`config.mk`:
```
export PLATFORM = sky130hd
export DESIGN_NAME = prescaled_timer
export DESIGN_NICKNAME = d
export VERILOG_FILES = /design/src/rtl/timer_pkg.sv /design/src/rtl/timer_prescaler.sv /design/src/rtl/prescaled_timer.sv
export SDC_FILE = /design/constraint.sdc
export NUM_CORES = 1
export LEC_CHECK = 0
export BUFFER_PORTS_ARGS = -buffer_cell sky130_fd_sc_hd__buf_2
export CAP_MARGIN = 0
export CORE_UTILIZATION = 45
export CTS_BUF_LIST = sky130_fd_sc_hd__clkbuf_2 sky130_fd_sc_hd__clkbuf_4 sky130_fd_sc_hd__clkbuf_8
export CTS_CLUSTER_DIAMETER = 80
export DETAILED_ROUTE_END_ITERATION = 6
export PLACE_DENSITY = 0.72
export SYNTH_ARGS = -nofsm -noshare
export SYNTH_HDL_FRONTEND = slang
export SYNTH_SLANG_ARGS = --single-unit
```
`constraint.sdc`:
```
create_clock -name clk -period 3.7 [get_ports clk]
set_input_delay 0.74 -clock clk [delete_from_list [all_inputs] [get_ports clk]]
set_output_delay 0.74 -clock clk [all_outputs]
set_load 0.05 [all_outputs]
```
`src/rtl/timer_pkg.sv`:
```
`default_nettype none
// +----------------------------------------------------------------------+
// | Module      : timer_pkg                                              |
// | Description : Shared constants for the prescaled timer: mode         |
// |               encodings and default prescaler/counter widths.        |
// | Revision    : 1.0 - initial release                                  |
// +----------------------------------------------------------------------+
package timer_pkg;

  localparam logic MODE_PERIODIC = 1'b0;
  localparam logic MODE_ONESHOT  = 1'b1;

  localparam int PRE_W_DEF = 4;
  localparam int CNT_W_DEF = 8;

endpackage : timer_pkg
`default_nettype wire

```
`src/rtl/timer_prescaler.sv`:
```
`default_nettype none
// +----------------------------------------------------------------------+
// | Module      : timer_prescaler                                        |
// | Description : Programmable prescaler. Counts 0..prescale while       |
// |               enabled and raises tick on the terminal state, which   |
// |               the main counter uses as its clock enable.             |
// | Ports       : clk, rst    - clock, async active-high reset           |
// |               clr         - synchronous clear to 0 (timer start)     |
// |               run_en      - advance enable (running & en)            |
// |               prescale    - terminal value, ratio = prescale+1       |
// |               pre_count   - prescaler state                          |
// |               tick        - terminal enable, combinational           |
// | Revision    : 1.0 - initial release                                  |
// +----------------------------------------------------------------------+
module timer_prescaler #(
  parameter int PRE_W = 4
) (
  input  logic             clk,
  input  logic             rst,
  input  logic             clr,
  input  logic             run_en,
  input  logic [PRE_W-1:0] prescale,
  output logic [PRE_W-1:0] pre_count,
  output logic             tick
);

  // >= rather than == so that lowering prescale below the current state
  // terminates immediately instead of wrapping through the full range.
  assign tick = run_en & (pre_count >= prescale);

  always_ff @(posedge clk or posedge rst) begin
    if (rst) begin
      pre_count <= '0;
    end else if (clr) begin
      pre_count <= '0;
    end else if (run_en) begin
      pre_count <= tick ? '0 : pre_count + 1'b1;
    end
  end

endmodule : timer_prescaler
`default_nettype wire

```
`src/rtl/prescaled_timer.sv`:
```
`default_nettype none
// +----------------------------------------------------------------------+
// | Module      : prescaled_timer                                        |
// | Description : Prescaled up-counter with reload, compare strobe,      |
// |               periodic/one-shot mode and sticky overflow flag.       |
// |               Single clock domain; the prescaler yields a tick       |
// |               enable rather than a derived clock.                    |
// | Ports       : clk, rst    - clock, async active-high reset           |
// |               en          - global count enable                      |
// |               mode        - 0 periodic, 1 one-shot                   |
// |               prescale    - prescaler terminal value                 |
// |               reload      - value loaded on start / overflow         |
// |               compare     - compare value for cmp_match              |
// |               start/stop  - run control pulses (start wins)          |
// |               ovf_clr     - clear pulse for ovf_flag                 |
// |               pre_count, count - prescaler / counter state           |
// |               tick        - prescaler terminal enable                |
// |               ovf_pulse, cmp_match - registered one-cycle strobes    |
// |               ovf_flag    - sticky overflow; running - timer active  |
// | Revision    : 1.0 - initial release                                  |
// +----------------------------------------------------------------------+
module prescaled_timer
  import timer_pkg::*;
#(
  parameter int PRE_W = PRE_W_DEF,
  parameter int CNT_W = CNT_W_DEF
) (
  input  logic             clk,
  input  logic             rst,
  input  logic             en,
  input  logic             mode,
  input  logic [PRE_W-1:0] prescale,
  input  logic [CNT_W-1:0] reload,
  input  logic [CNT_W-1:0] compare,
  input  logic             start,
  input  logic             stop,
  input  logic             ovf_clr,
  output logic [PRE_W-1:0] pre_count,
  output logic [CNT_W-1:0] count,
  output logic             tick,
  output logic             ovf_pulse,
  output logic             ovf_flag,
  output logic             cmp_match,
  output logic             running
);

  localparam logic [CNT_W-1:0] CNT_MAX = '1;

  logic             wrap;
  logic             advance;
  logic [CNT_W-1:0] next_count;

  timer_prescaler #(
    .PRE_W (PRE_W)
  ) u_prescaler (
    .clk       (clk),
    .rst       (rst),
    .clr       (start),
    .run_en    (running & en),
    .prescale  (prescale),
    .pre_count (pre_count),
    .tick      (tick)
  );

  assign wrap       = (count == CNT_MAX);
  assign next_count = wrap ? reload : count + 1'b1;

  // A tick only advances the counter when neither control pulse is
  // present; start/stop take precedence and suppress the strobes.
  assign advance = tick & ~start & ~stop;

  always_ff @(posedge clk or posedge rst) begin
    if (rst) begin
      count     <= '0;
      ovf_pulse <= 1'b0;
      ovf_flag  <= 1'b0;
      cmp_match <= 1'b0;
      running   <= 1'b0;
    end else begin
      ovf_pulse <= advance & wrap;
      cmp_match <= advance & (next_count == compare);

      // Setting beats clearing when both land on the same edge.
      if (advance & wrap) begin
        ovf_flag <= 1'b1;
      end else if (ovf_clr) begin
        ovf_flag <= 1'b0;
      end

      if (start) begin
        count   <= reload;
        running <= 1'b1;
      end else if (stop) begin
        running <= 1'b0;
      end else if (advance) begin
        count <= next_count;
        if (wrap && (mode == MODE_ONESHOT)) begin
          running <= 1'b0;
        end
      end
    end
  end

endmodule : prescaled_timer
`default_nettype wire

```
==> results.cfg <==
[drt]
drt_wl_total_um = 3390
dr.pass1.iters = 4
vias = 1407
vias_per_cell = 6.14
drt_iter0_drc = 64
wire_per_inst_um = 14.8
route.detailed.drc = 0
drt.antenna.violating_nets = 0

[placed_design]
hpwl_um = 2570
port_buffers = 43
globalplace.congestion = 0.901
dpl.cell_count = 225

[final_layout]
antenna_cells = 0
post-route-util = 0.565
final_common_cell = buf_2
area.growth.synth_to_final_pct = 17.6
fillCellCount = 265
instances_no_fill = 229
fin_nets = 232
drive_gt1_frac = 0.283
final_cell_mix = buf_2 (43), dfrtp_1 (16), nand2_1 (14)

[yosys]
synthCells = 161
synth-seq-area-share = 0.300
synth_edf_count = 0
syn-num-nets = 194
avgSynthCellArea_sq_um = 8.30
async_reset_ff_frac = 1.00
synth_area_sq_um = 1340
synth_ff_type = dfrtp_1
synth_cell_types = 52
synth_seq_cells = 16
yosysWarnings = 0

[timing]
hold_viol = 0
rsz0062_at_grt = false
tightest_slew_ns = 0.810
setup-tns-final_ns = 0
post-route-min-period_ns = 2.98
setup_viol = 0
fmax_mhz = 336
max_slew_margin = 0.456
drv_slew = 0
period_share = 0.805
fin_skew_ns = 0.0110

[worst_setup_path]
cp_max_fo = 3
endpoint_kind = output pin
cp.arrival_ns = 2.24
required_ns = 2.96
cp-start-kind = primary input
critical_path_class = in2out

[job]
max-cap-violations = 0

[floorplan]
fp-row-count = 19
core_sq_um = 2780
die_area_sq_um = 3190
ios = 44
initial_core_util = 0.480
die_x_um = 56.5
die_y_um = 56.5

[clock_tree]
cts.sinks = 16
clockRootBuffer = clkbuf_4
cts_buffer_depth = 2
post_cts_resized = 0
tritoncts = built
h-tree-depth = 1
numCtsBuffers = 3
path_clk_slew_ns = 0.10
post_cts_buffers = 0
hold_buffers = 0
insertion_delay_ns = 0.31

[worst_hold_path]
min_path_type = reg2reg

[run_status]
status = finished, final reports clean

[grt]
grt_max_degree = 20
grtUsageTotal = 0.231
grt_first_pass_wirelength_um = 5850
antenna_found_initial = 0
grt_pass1_vias = 1300
gr-total-overflow = 0

[power]
p_leak_uw = 0.000782
ir_drop_v = 0.000220
power_density_nw_per_um2 = 322
## synthesized netlist by cell type, types with 4 or more instances
cell type / instances / area [sq um]
nor2_1: 9 / 33.8
dfrtp_1: 16 / 400
o21ai_1: 4 / 20.0
nand3_1: 9 / 45.0
clkbuf_1: 5 / 18.8
nand4_1: 4 / 25.0
xnor2_1: 4 / 35.0
a21oi_1: 8 / 40.0
nor3_1: 4 / 20.0
inv_1: 12 / 45.0
nand2_1: 14 / 52.6
xor2_1: 7 / 61.3
ha_1: 6 / 75.1
o21ai_0: 8 / 40.0
## flip-flops by register name, summed over array words and instances (netlist names)
register / cells
cmp_match: 1
count: 8
ovf_flag: 1
ovf_pulse: 1
running: 1
u_prescaler.pre_count: 4
## area by class of cell
cell class                      instances  area (sq um)  area share
Sequential cell                        16           400       0.255
Clock buffer                            4          36.3      0.0231
Tap cell                               31          38.8      0.0247
Timing Repair Buffer                   43           215       0.137
Multi-Input combinational cell        123           836       0.532
Inverter                               12          45.0      0.0287
## logic make-up after synthesis
group,Yosys count,share of synthesized area
fa+ha+maj,6,0.0562
xor+xnor,11,0.0721
simple gates,56,0.233
mux,3,0.0234
compound gates,47,0.241
buf+inv,22,0.0749
flops,16,0.300
## worst max-delay path, stage by stage
cell       delay (ns)
buf_2            0.10
ha_1             0.28
nand2b_1         0.15
a2111oi_2        0.57
nor3_1           0.14
buf_2            0.24
## report_power, final
| group | switching (uW) | internal (uW) |
|---|---|---|
| clock | 64.8 | 60.1 |
| combinational | 106 | 62.2 |
| sequential | 27.2 | 185 |
## routing by layer
metal | vias up | global-route usage | part of all wire | wire (um)
met5 | - | 0 | 0 | 0
met4 | 0 | 0.0767 | 0.011 | 38
met3 | 5 | 0.0346 | 0.073 | 247
met2 | 67 | 0.392 | 0.50 | 1690
met1 | 673 | 0.300 | 0.42 | 1420
li1 | 662 | - | - | -
## stage by stage
step / setup slack, ns / hold slack (ns) / total power (uW) / instance area (sq um)
6_report: 0.720 / 0.482 / 505 / 1570
5_1_grt: 0.617 / 0.490 / 533 / 1570
4_1_cts: 0.715 / 0.485 / 510 / 1570
3_5_place_dp: 0.583 / 0.461 / 382 / 1540
3_3_place_gp: 0.729 / 0.454 / 377 / 1540
2_1_floorplan: 0.584 / 0.654 / 338 / 1340
## worst paths after layout
check,start,to,slack (ns),depth (start not counted)
min in group asynchronous,rst,count[4],0.50,2
max reg2reg,u_prescaler.pre_count[0],cmp_match,0.92,8
min reg2reg,ovf_flag,ovf_flag,0.48,1
max in group asynchronous,rst,count[3],2.78,2
max,prescale[0],tick,0.72,6
min,ovf_flag,ovf_flag,0.48,1
Power figures use the tool's default switching activity.
